`src/rtl/trisc_pkg.sv`:
```
// Shared constants for the TRISC controller: opcodes, state encoding,
// control-word bit positions and control-word width.
package trisc_pkg;

  localparam int CW = 15;
  localparam int SW = 5;

  // Opcode values (low three bits of the opcode field)
  localparam logic [2:0] OP_INC = 3'd0;
  localparam logic [2:0] OP_CLR = 3'd1;
  localparam logic [2:0] OP_JMP = 3'd2;
  localparam logic [2:0] OP_LDA = 3'd3;
  localparam logic [2:0] OP_STA = 3'd4;
  localparam logic [2:0] OP_ADD = 3'd5;
  localparam logic [2:0] OP_HLT = 3'd6;
  localparam logic [2:0] OP_JZ  = 3'd7;

  // Control word bit positions; bit 6 is reserved
  localparam int C_CLR     = 0;
  localparam int C_PC_LD   = 1;
  localparam int C_PC_INC  = 2;
  localparam int C_ADDR_PC = 3;
  localparam int C_MAR_LD  = 4;
  localparam int C_MEM_WR  = 5;
  localparam int C_IR_LD   = 7;
  localparam int C_ACC_CLR = 8;
  localparam int C_ACC_INC = 9;
  localparam int C_ACC_MDO = 10;
  localparam int C_ACC_LD  = 11;
  localparam int C_ALU0    = 12;
  localparam int C_ALU1    = 13;
  localparam int C_BUF_LD  = 14;

  typedef enum logic [SW-1:0] {
    ST_IDLE   = 5'd0,
    ST_INIT   = 5'd1,
    ST_F_ADDR = 5'd2,
    ST_F_MEM  = 5'd3,
    ST_DECODE = 5'd4,
    ST_X_INC  = 5'd5,
    ST_X_CLR  = 5'd6,
    ST_X_JMP  = 5'd7,
    ST_X_JZ   = 5'd8,
    ST_HALT   = 5'd9,
    ST_L_ADDR = 5'd10,
    ST_L_MEM  = 5'd11,
    ST_L_LOAD = 5'd12,
    ST_S_ADDR = 5'd13,
    ST_S_WR   = 5'd14,
    ST_A_ADDR = 5'd15,
    ST_A_MEM  = 5'd16,
    ST_A_BUF  = 5'd17,
    ST_A_ACC  = 5'd18,
    ST_TRAP   = 5'd19
  } state_t;

endpackage

```
`src/rtl/trisc_op_decode.sv`:
```
// Opcode dispatch for the TRISC controller: maps opcode (+ acc_zero) to the
// first execute state and flags illegal opcodes.
// Build option: TRISC_JZ_EN enables opcode 7 as JZ; otherwise opcode 7 traps.
module trisc_op_decode
  import trisc_pkg::*;
#(
  parameter int OPW = 4
) (
  input  logic [OPW-1:0] opcode_i,
  input  logic           acc_zero_i,
  output state_t         dispatch_o,
  output logic           illegal_o
);

`ifndef TRISC_JZ_EN
  logic unused_acc_zero;
  assign unused_acc_zero = acc_zero_i;
`endif

  // Any opcode with bits above the low three set is illegal.
  always_comb begin
    dispatch_o = ST_TRAP;
    illegal_o  = 1'b1;
    if ((opcode_i >> 3) == '0) begin
      illegal_o = 1'b0;
      case (opcode_i[2:0])
        OP_INC:  dispatch_o = ST_X_INC;
        OP_CLR:  dispatch_o = ST_X_CLR;
        OP_JMP:  dispatch_o = ST_X_JMP;
        OP_LDA:  dispatch_o = ST_L_ADDR;
        OP_STA:  dispatch_o = ST_S_ADDR;
        OP_ADD:  dispatch_o = ST_A_ADDR;
        OP_HLT:  dispatch_o = ST_HALT;
`ifdef TRISC_JZ_EN
        // Taken JZ reuses the JMP execute state; not-taken idles one cycle.
        OP_JZ:   dispatch_o = acc_zero_i ? ST_X_JMP : ST_X_JZ;
`else
        OP_JZ: begin
          dispatch_o = ST_TRAP;
          illegal_o  = 1'b1;
        end
`endif
        default: begin
          dispatch_o = ST_TRAP;
          illegal_o  = 1'b1;
        end
      endcase
    end
  end

endmodule

```
`src/rtl/trisc_ctrl_fsm.sv`:
```
// TRISC control unit: fetch/decode/execute sequencer with Moore control word,
// memory-ready handshake with watchdog, run/halt control and illegal trap.
// Build option: TRISC_JZ_EN (handled in trisc_op_decode) enables JZ.
module trisc_ctrl_fsm
  import trisc_pkg::*;
#(
  parameter int OPW      = 4,
  parameter int WAIT_MAX = 15
) (
  input  logic           SysClock,
  input  logic           Reset,
  input  logic           run,
  input  logic [OPW-1:0] opcode,
  input  logic           acc_zero,
  input  logic           mem_ready,
  output logic [CW-1:0]  ctrl,
  output logic           mem_req,
  output logic           halted,
  output logic           err
);

  localparam int WDW = (WAIT_MAX > 0) ? $clog2(WAIT_MAX + 1) : 1;
  localparam logic [WDW-1:0] WD_LAST = WDW'((WAIT_MAX > 0) ? WAIT_MAX - 1 : 0);

  state_t         state_q, state_d;
  logic [WDW-1:0] wd_q, wd_d;
  state_t         op_dispatch;
  logic           op_illegal;
  logic           wd_fire;

  trisc_op_decode #(.OPW(OPW)) u_dec (
    .opcode_i   (opcode),
    .acc_zero_i (acc_zero),
    .dispatch_o (op_dispatch),
    .illegal_o  (op_illegal)
  );

  // Counter holds WAIT_MAX-1 on the WAIT_MAX-th low cycle; a low ready then traps.
  assign wd_fire = (WAIT_MAX != 0) && (wd_q == WD_LAST);

  // State and watchdog registers; reset aborts any access immediately.
  always_ff @(posedge SysClock or posedge Reset) begin
    if (Reset) begin
      state_q <= ST_IDLE;
      wd_q    <= '0;
    end else begin
      state_q <= state_d;
      wd_q    <= wd_d;
    end
  end

  // Next state, Moore outputs and watchdog update.
  always_comb begin
    state_d = state_q;
    wd_d    = '0;
    ctrl    = '0;
    mem_req = 1'b0;
    halted  = 1'b0;
    err     = 1'b0;
    case (state_q)
      ST_IDLE:   if (run) state_d = ST_INIT;
      ST_INIT: begin
        ctrl[C_CLR] = 1'b1;
        state_d     = ST_F_ADDR;
      end
      ST_F_ADDR: begin
        ctrl[C_ADDR_PC] = 1'b1;
        ctrl[C_MAR_LD]  = 1'b1;
        state_d         = run ? ST_F_MEM : ST_IDLE;
      end
      ST_F_MEM: begin
        ctrl[C_ADDR_PC] = 1'b1;
        ctrl[C_MAR_LD]  = 1'b1;
        mem_req         = 1'b1;
        if (mem_ready)    state_d = ST_DECODE;
        else if (wd_fire) state_d = ST_TRAP;
      end
      ST_DECODE: begin
        ctrl[C_PC_INC] = 1'b1;
        ctrl[C_IR_LD]  = 1'b1;
        state_d        = op_illegal ? ST_TRAP : op_dispatch;
      end
      ST_X_INC: begin
        ctrl[C_ACC_INC] = 1'b1;
        state_d         = ST_F_ADDR;
      end
      ST_X_CLR: begin
        ctrl[C_ACC_CLR] = 1'b1;
        state_d         = ST_F_ADDR;
      end
      ST_X_JMP: begin
        ctrl[C_PC_LD] = 1'b1;
        state_d       = ST_F_ADDR;
      end
      ST_X_JZ:   state_d = ST_F_ADDR;
      ST_HALT: begin
        halted = 1'b1;
        if (!run) state_d = ST_IDLE;
      end
      ST_L_ADDR: begin
        ctrl[C_MAR_LD] = 1'b1;
        state_d        = ST_L_MEM;
      end
      ST_L_MEM: begin
        ctrl[C_MAR_LD] = 1'b1;
        mem_req        = 1'b1;
        if (mem_ready)    state_d = ST_L_LOAD;
        else if (wd_fire) state_d = ST_TRAP;
      end
      ST_L_LOAD: begin
        ctrl[C_ACC_MDO] = 1'b1;
        ctrl[C_ACC_LD]  = 1'b1;
        state_d         = ST_F_ADDR;
      end
      ST_S_ADDR: begin
        ctrl[C_MAR_LD] = 1'b1;
        state_d        = ST_S_WR;
      end
      ST_S_WR: begin
        ctrl[C_MAR_LD] = 1'b1;
        ctrl[C_MEM_WR] = 1'b1;
        mem_req        = 1'b1;
        if (mem_ready)    state_d = ST_F_ADDR;
        else if (wd_fire) state_d = ST_TRAP;
      end
      ST_A_ADDR: begin
        ctrl[C_MAR_LD] = 1'b1;
        state_d        = ST_A_MEM;
      end
      ST_A_MEM: begin
        ctrl[C_MAR_LD] = 1'b1;
        mem_req        = 1'b1;
        if (mem_ready)    state_d = ST_A_BUF;
        else if (wd_fire) state_d = ST_TRAP;
      end
      ST_A_BUF: begin
        ctrl[C_BUF_LD] = 1'b1;
        state_d        = ST_A_ACC;
      end
      ST_A_ACC: begin
        ctrl[C_ACC_LD] = 1'b1;
        state_d        = ST_F_ADDR;
      end
      ST_TRAP: begin
        halted  = 1'b1;
        err     = 1'b1;
        state_d = ST_TRAP;
      end
      default:   state_d = ST_TRAP;
    endcase
    // Memory states are never adjacent, so leaving one always clears the count.
    if (mem_req && !mem_ready) wd_d = wd_q + 1'b1;
  end

endmodule

```
`config.mk`:
```
export PLATFORM = sky130hd
export DESIGN_NAME = trisc_ctrl_fsm
export DESIGN_NICKNAME = d
export VERILOG_FILES = /design/src/rtl/trisc_pkg.sv /design/src/rtl/trisc_op_decode.sv /design/src/rtl/trisc_ctrl_fsm.sv
export SDC_FILE = /design/constraint.sdc
export NUM_CORES = 1
export LEC_CHECK = 0
export BUFFER_PORTS_ARGS = -buffer_cell sky130_fd_sc_hd__buf_4
export CORE_ASPECT_RATIO = 0.9
export CORE_MARGIN = 2
export CORE_UTILIZATION = 30
export DETAILED_ROUTE_END_ITERATION = 8
export GPL_TIMING_DRIVEN = 0
export SYNTH_ARGS = -nofsm -noshare
export SYNTH_HDL_FRONTEND = slang
export SYNTH_HIERARCHICAL = 1
export SYNTH_SLANG_ARGS = --single-unit
```
`constraint.sdc`:
```
create_clock -name SysClock -period 3.3 [get_ports SysClock]
set_input_delay 0.825 -clock SysClock [delete_from_list [all_inputs] [get_ports SysClock]]
set_output_delay 0.825 -clock SysClock [all_outputs]
set_load 0.03 [all_outputs]
```
# Yosys cells after proc, flatten, opt, wreduce, memory -nomap -nowiden
# Cells that the tools add are included.
# classes
n_eq_ne,29
n_mux,29
addsub,1
n_reduce_logical,12
# ops
cell,n
$pmux W5 S13,1
$mux W5,9
$eq A5 B4 Y1 const B,8
$pmux W5 S8,1
$eq A5 B3 Y1 const B,4
$eq A5 B5 Y1 const B,4
$mux W1,16
$eq A3 B3 Y1 const B,4
$eq A5 B2 Y1 const B,2
$reduce_or A8 Y1,1
$reduce_or A7 Y1,1
$eq A3 B2 Y1 const B,2
$reduce_or A2 Y1,3
$eq A5 B1 Y1 const B,1
$logic_not A5 Y1,1
$add A4 B1 Y4 const B,1
$eq A4 B4 Y1 const B,1
$logic_not A4 Y1,1
$mux W4,1
$ne A2 B2 Y1 const B,2
$reduce_or A4 Y1,1
$eq A3 B1 Y1 const B,1
$logic_not A3 Y1,1
$mux W2,1
other kinds (3),3
# totals
out_inout_bits,18
elab_cells,73
in_bits,9
regBits,9

# Logic depth before layout (Yosys ltp)
# logic_depth
depth_word,5
depth_mapped,6
depth_no_buf,6

# Cells and area by module
# Netlist, hierarchy kept.
# by_module_without_submodules
module,seq_area_each_um2,n_inst,cells_per_inst,area_per_inst_um2
trisc_ctrl_fsm,225.2,1,133,1001.0
trisc_op_decode,0.0,1,12,76.3

# Worst setup path after synthesis
# OpenSTA, ideal clock, no wires.
# synth_path
path_kind,register -> output
from,register state_q[2]
to,output port ctrl[3]
t_arrival_ns,1.845
t_required_ns,2.475
path_stages_with_launch,4
path_buffers,2
slack_ns,0.630
path_cell_list,dfrtp_1 > clkbuf_1 > clkbuf_1 > nor4b_1
# synth_between
elab_chain_len,3
elab_cells_between_ends,4
classes_between,eq/ne: 2; mux: 1; reduce/logical: 1
# synth_rtl
element,line_no,rtl
start: declaration,trisc_ctrl_fsm.sv:25,"state_t state_q, state_d;"
start signal: assignment,trisc_ctrl_fsm.sv:47,state_q <= state_d;
$eq A5 B2 Y1,trisc_ctrl_fsm.sv:60,case (state_q)
$reduce_or A2 Y1 (no line) *,n/a,
$mux W1 *,trisc_ctrl_fsm.sv:60,
end: declaration,trisc_ctrl_fsm.sv:16,"output logic [CW-1:0] ctrl,"
# Every way passes the cells marked *; elsewhere a longest branch is shown, timed or not.

# Worst setup path after layout
# layout_path
from,register state_q[2]
to,output port ctrl[4]
# layout_between
elab_chain_len,3
elab_cells_between_ends,10
classes_between,eq/ne: 8; mux: 1; reduce/logical: 1
# layout_rtl
element,line_no
$eq A5 B5 Y1 (tied with other cells),trisc_ctrl_fsm.sv:60
$reduce_or A8 Y1 (no line) *,n/a
$mux W1 *,trisc_ctrl_fsm.sv:60
# Marks and branches as above.

==> impl_metrics.ini <==
[synthesis]
postSynthAreaPerCell_um2 = 7.430
yosysTopAreaCell = dfrtp_1
netlist.area_leader.share_pct = 20.91
ys_seq_area_share_pct = 20.91
ys.warnings.count = 6
synth_cells = 145
ys_types = 51
synth_edf_count = 0
synthFlopType = dfrtp_1
synth_area_mm2 = 0.001077
synth_seq_cells = 9
synth_area_leaders = dfrtp_1 21%, nor2_1 5.9%, nand2b_1 4.6%
synthArstFlopShare_pct = 100.0

[route]
drt_iter0_markers = 89
wl_mm = 2.936
firstDrtPassIters = 4
wire_per_inst_um = 13.59
antenna_left = 0
drcViolationCount = 0
via_per_inst = 5.338
via_count = 1153

[critical_path]
crit_type = reg -> out
cp.required_ns = 2.47
crit_path_max_fanout = 10
slowest_delay_ns = 0.38
crit_top_cell = clkbuf_1
crit_path_top_delay_cell = clkbuf_1
timing.rr.end = state_q[1]$_DFFE_PP0P_
worst-r2r-cell-count = 4
reg2reg_from = state_q[0]$_DFFE_PP0P_
r2r_setup_slack_ns = 1.71
worstPathCellList = clkbuf_1 > clkbuf_1 > a21oi_1 > o21ai_1 > buf_4
crit_path_end_kind = output port
worst-endpoint-arrival_ns = 1.77
startpoint_type = register

[sta]
worst_pin_slew_ns = 0.4981
max_slew_margin_pct = 66.52
setup_ws_ns = 0.7098
holdWs_ns = 0.4953
min_period_ns = 2.590
fin_crit_sh_pct = 78.49
rsz0062_at_grt = no
finalHoldViolCount = 0
final_max_slew_viol_count = 0
tns_ns = 0
skew_ns = 0.003570
final-setup-viol-count = 0
max_freq_ghz = 0.3861

[cells_and_area]
diodes = 0
area_growth_syn_to_layout_pct = 24.62
fin_cells = 216
num-nets-final = 184
drive_above_1_share_pct = 29.65

[clock_tree]
clock_sink_count = 9
cts_root_buf = clkbuf_8
cts_buffers = 3
holdBufCountCts = 0
post-cts-setup-buffers = 0
tritoncts = yes
insertion_delay_ns = 0.23
cts_buffer_depth = 2
cts_max_level = 1
cts_resized = 0
clk_pin_slew_ns = 0.04

[die]
die-area_mm2 = 0.004087
core_mm2 = 0.003403
start_util_pct = 31.65
ios = 27
fp.dieW_um = 67.17
row_count = 20
die_h_um = 60.85

[placed_design]
hpwl_mm = 2.215
dp.cells = 212
place.gp.congestion = 0.8978
pre_cts_slack_ns = 0.9566
port_buffers = 21

[global_routing]
antenna_found_initial = 0
grt_pass1_vias = 1025
grt_pass1_wl_mm = 4.843
grt_use_total_pct = 15.48
grt_max_degree = 11
grt_overflow = 0

[status]
outcome = finished, final reports clean

[pwr]
p_leak_nw = 0.5901
power_density_mw_per_mm2 = 199.2
ir_drop_mv = 0.1081

[job]
drv_cap = 0

[hold_path]
holdPathStages = 1
hp-class = reg -> reg
worstHoldStart = wd_q[0]$_DFF_PP0_
worst_hold_path.endpoint = wd_q[0]$_DFF_PP0_
-- worst max-delay path by stage --
stage	slack, ns	depth (start not counted)	to	start
floorplan	0.63	3	ctrl[3]	state_q[2]$_DFFE_PP0P_
global placement	0.97	5	ctrl[4]	state_q[2]$_DFFE_PP0P_
detailed placement	0.96	5	ctrl[4]	state_q[2]$_DFFE_PP0P_
CTS	0.71	5	ctrl[4]	state_q[2]$_DFFE_PP0P_
global route	0.50	5	ctrl[4]	state_q[2]$_DFFE_PP0P_
finish	0.71	5	ctrl[4]	state_q[2]$_DFFE_PP0P_
-- critical path, delay by kind of cell (launching register included) --
kind                   cells  cell delay [ns]
AO/OA/AOI/OAI              2             0.26
buffers and inverters      3             0.92
flip-flops                 1             0.35
-- power breakdown --
| part | internal, W | leakage [nW] | switching, W | total, W |
|---|---|---|---|---|
| Combinational | 0.0000136 | 0.457 | 0.0000177 | 0.0000313 |
| Clock | 0.0000840 | 0.0228 | 0.0000414 | 0.000125 |
| Sequential | 0.000111 | 0.110 | 0 | 0.000111 |
| Total | 0.000208 | 0.590 | 0.0000591 | 0.000267 |
-- metrics by stage --
| step | util, % | instance area (um2) | power [W] |
|---|---|---|---|
| after floorplan | - | 1085 | 0.0001328 |
| after global placement | 38.13 | 1297 | 0.0001426 |
| after detailed placement | 38.13 | 1297 | 0.0001439 |
| after CTS | 39.45 | 1343 | 0.0002709 |
| after global routing | 39.45 | 1343 | 0.0002804 |
| final | 39.45 | 1343 | 0.0002675 |
-- cells in the mapped netlist, drive strengths merged (2+ instances only) --
library cell   n
a21o           2
a21oi          9
a31oi          3
buf           13
clkbuf         4
dfrtp          9
ha             2
inv            6
nand2          9
nand2b         8
nand3          5
nand3b         2
nor2          17
nor2b          5
nor3           8
nor4           3
nor4b          3
o211ai         3
o21ai         11
o22ai          2
-- cell type report --
cell class / instances / area (um2)
Multi-Input combinational cell: 115 / 740.7
Fill cell: 379 / 2061
Sequential cell: 9 / 225.2
Buffer: 17 / 96.34
Inverter: 6 / 22.52
Clock buffer: 4 / 45.04
Timing Repair Buffer: 21 / 157.7
Tap cell: 44 / 55.05
-- cells by family after synthesis --
family	synth area share (%)
AND/OR/NAND/NOR	37.05
AO/OA/AOI/OAI	24.39
buffers and inverters	11.03
other	0.3481
XOR/XNOR	1.626
flip-flops	20.91
adder cells (fa/ha/maj)	2.323
multiplexers	2.323
-- routing by layer --
layer	vias to the layer above	wire length, um	GRT usage (%)
met5	-	0	0
met4	0	20	4.082
met3	2	232	3.896
met2	50	1476	26.45
met1	536	1207	19.57
li1	565	-	-
-- sequential cells by signal, summed over array words and instances (netlist names) --
| register | count |
|---|---|
| state_q | 5 |
| wd_q | 4 |
-- layout by cell type, fill, tap and decap left out, types with 4 or more instances in the layout --
cell type	n
nor2b_1	5
nand2b_1	8
a21oi_1	8
nand2_1	9
buf_4	25
nor2_1	17
o21ai_0	7
dfrtp_1	9
clkbuf_1	5
buf_2	8
nand3_1	5
inv_1	4
nor3_2	4
Note: power is estimated with default switching activity, not from simulation.
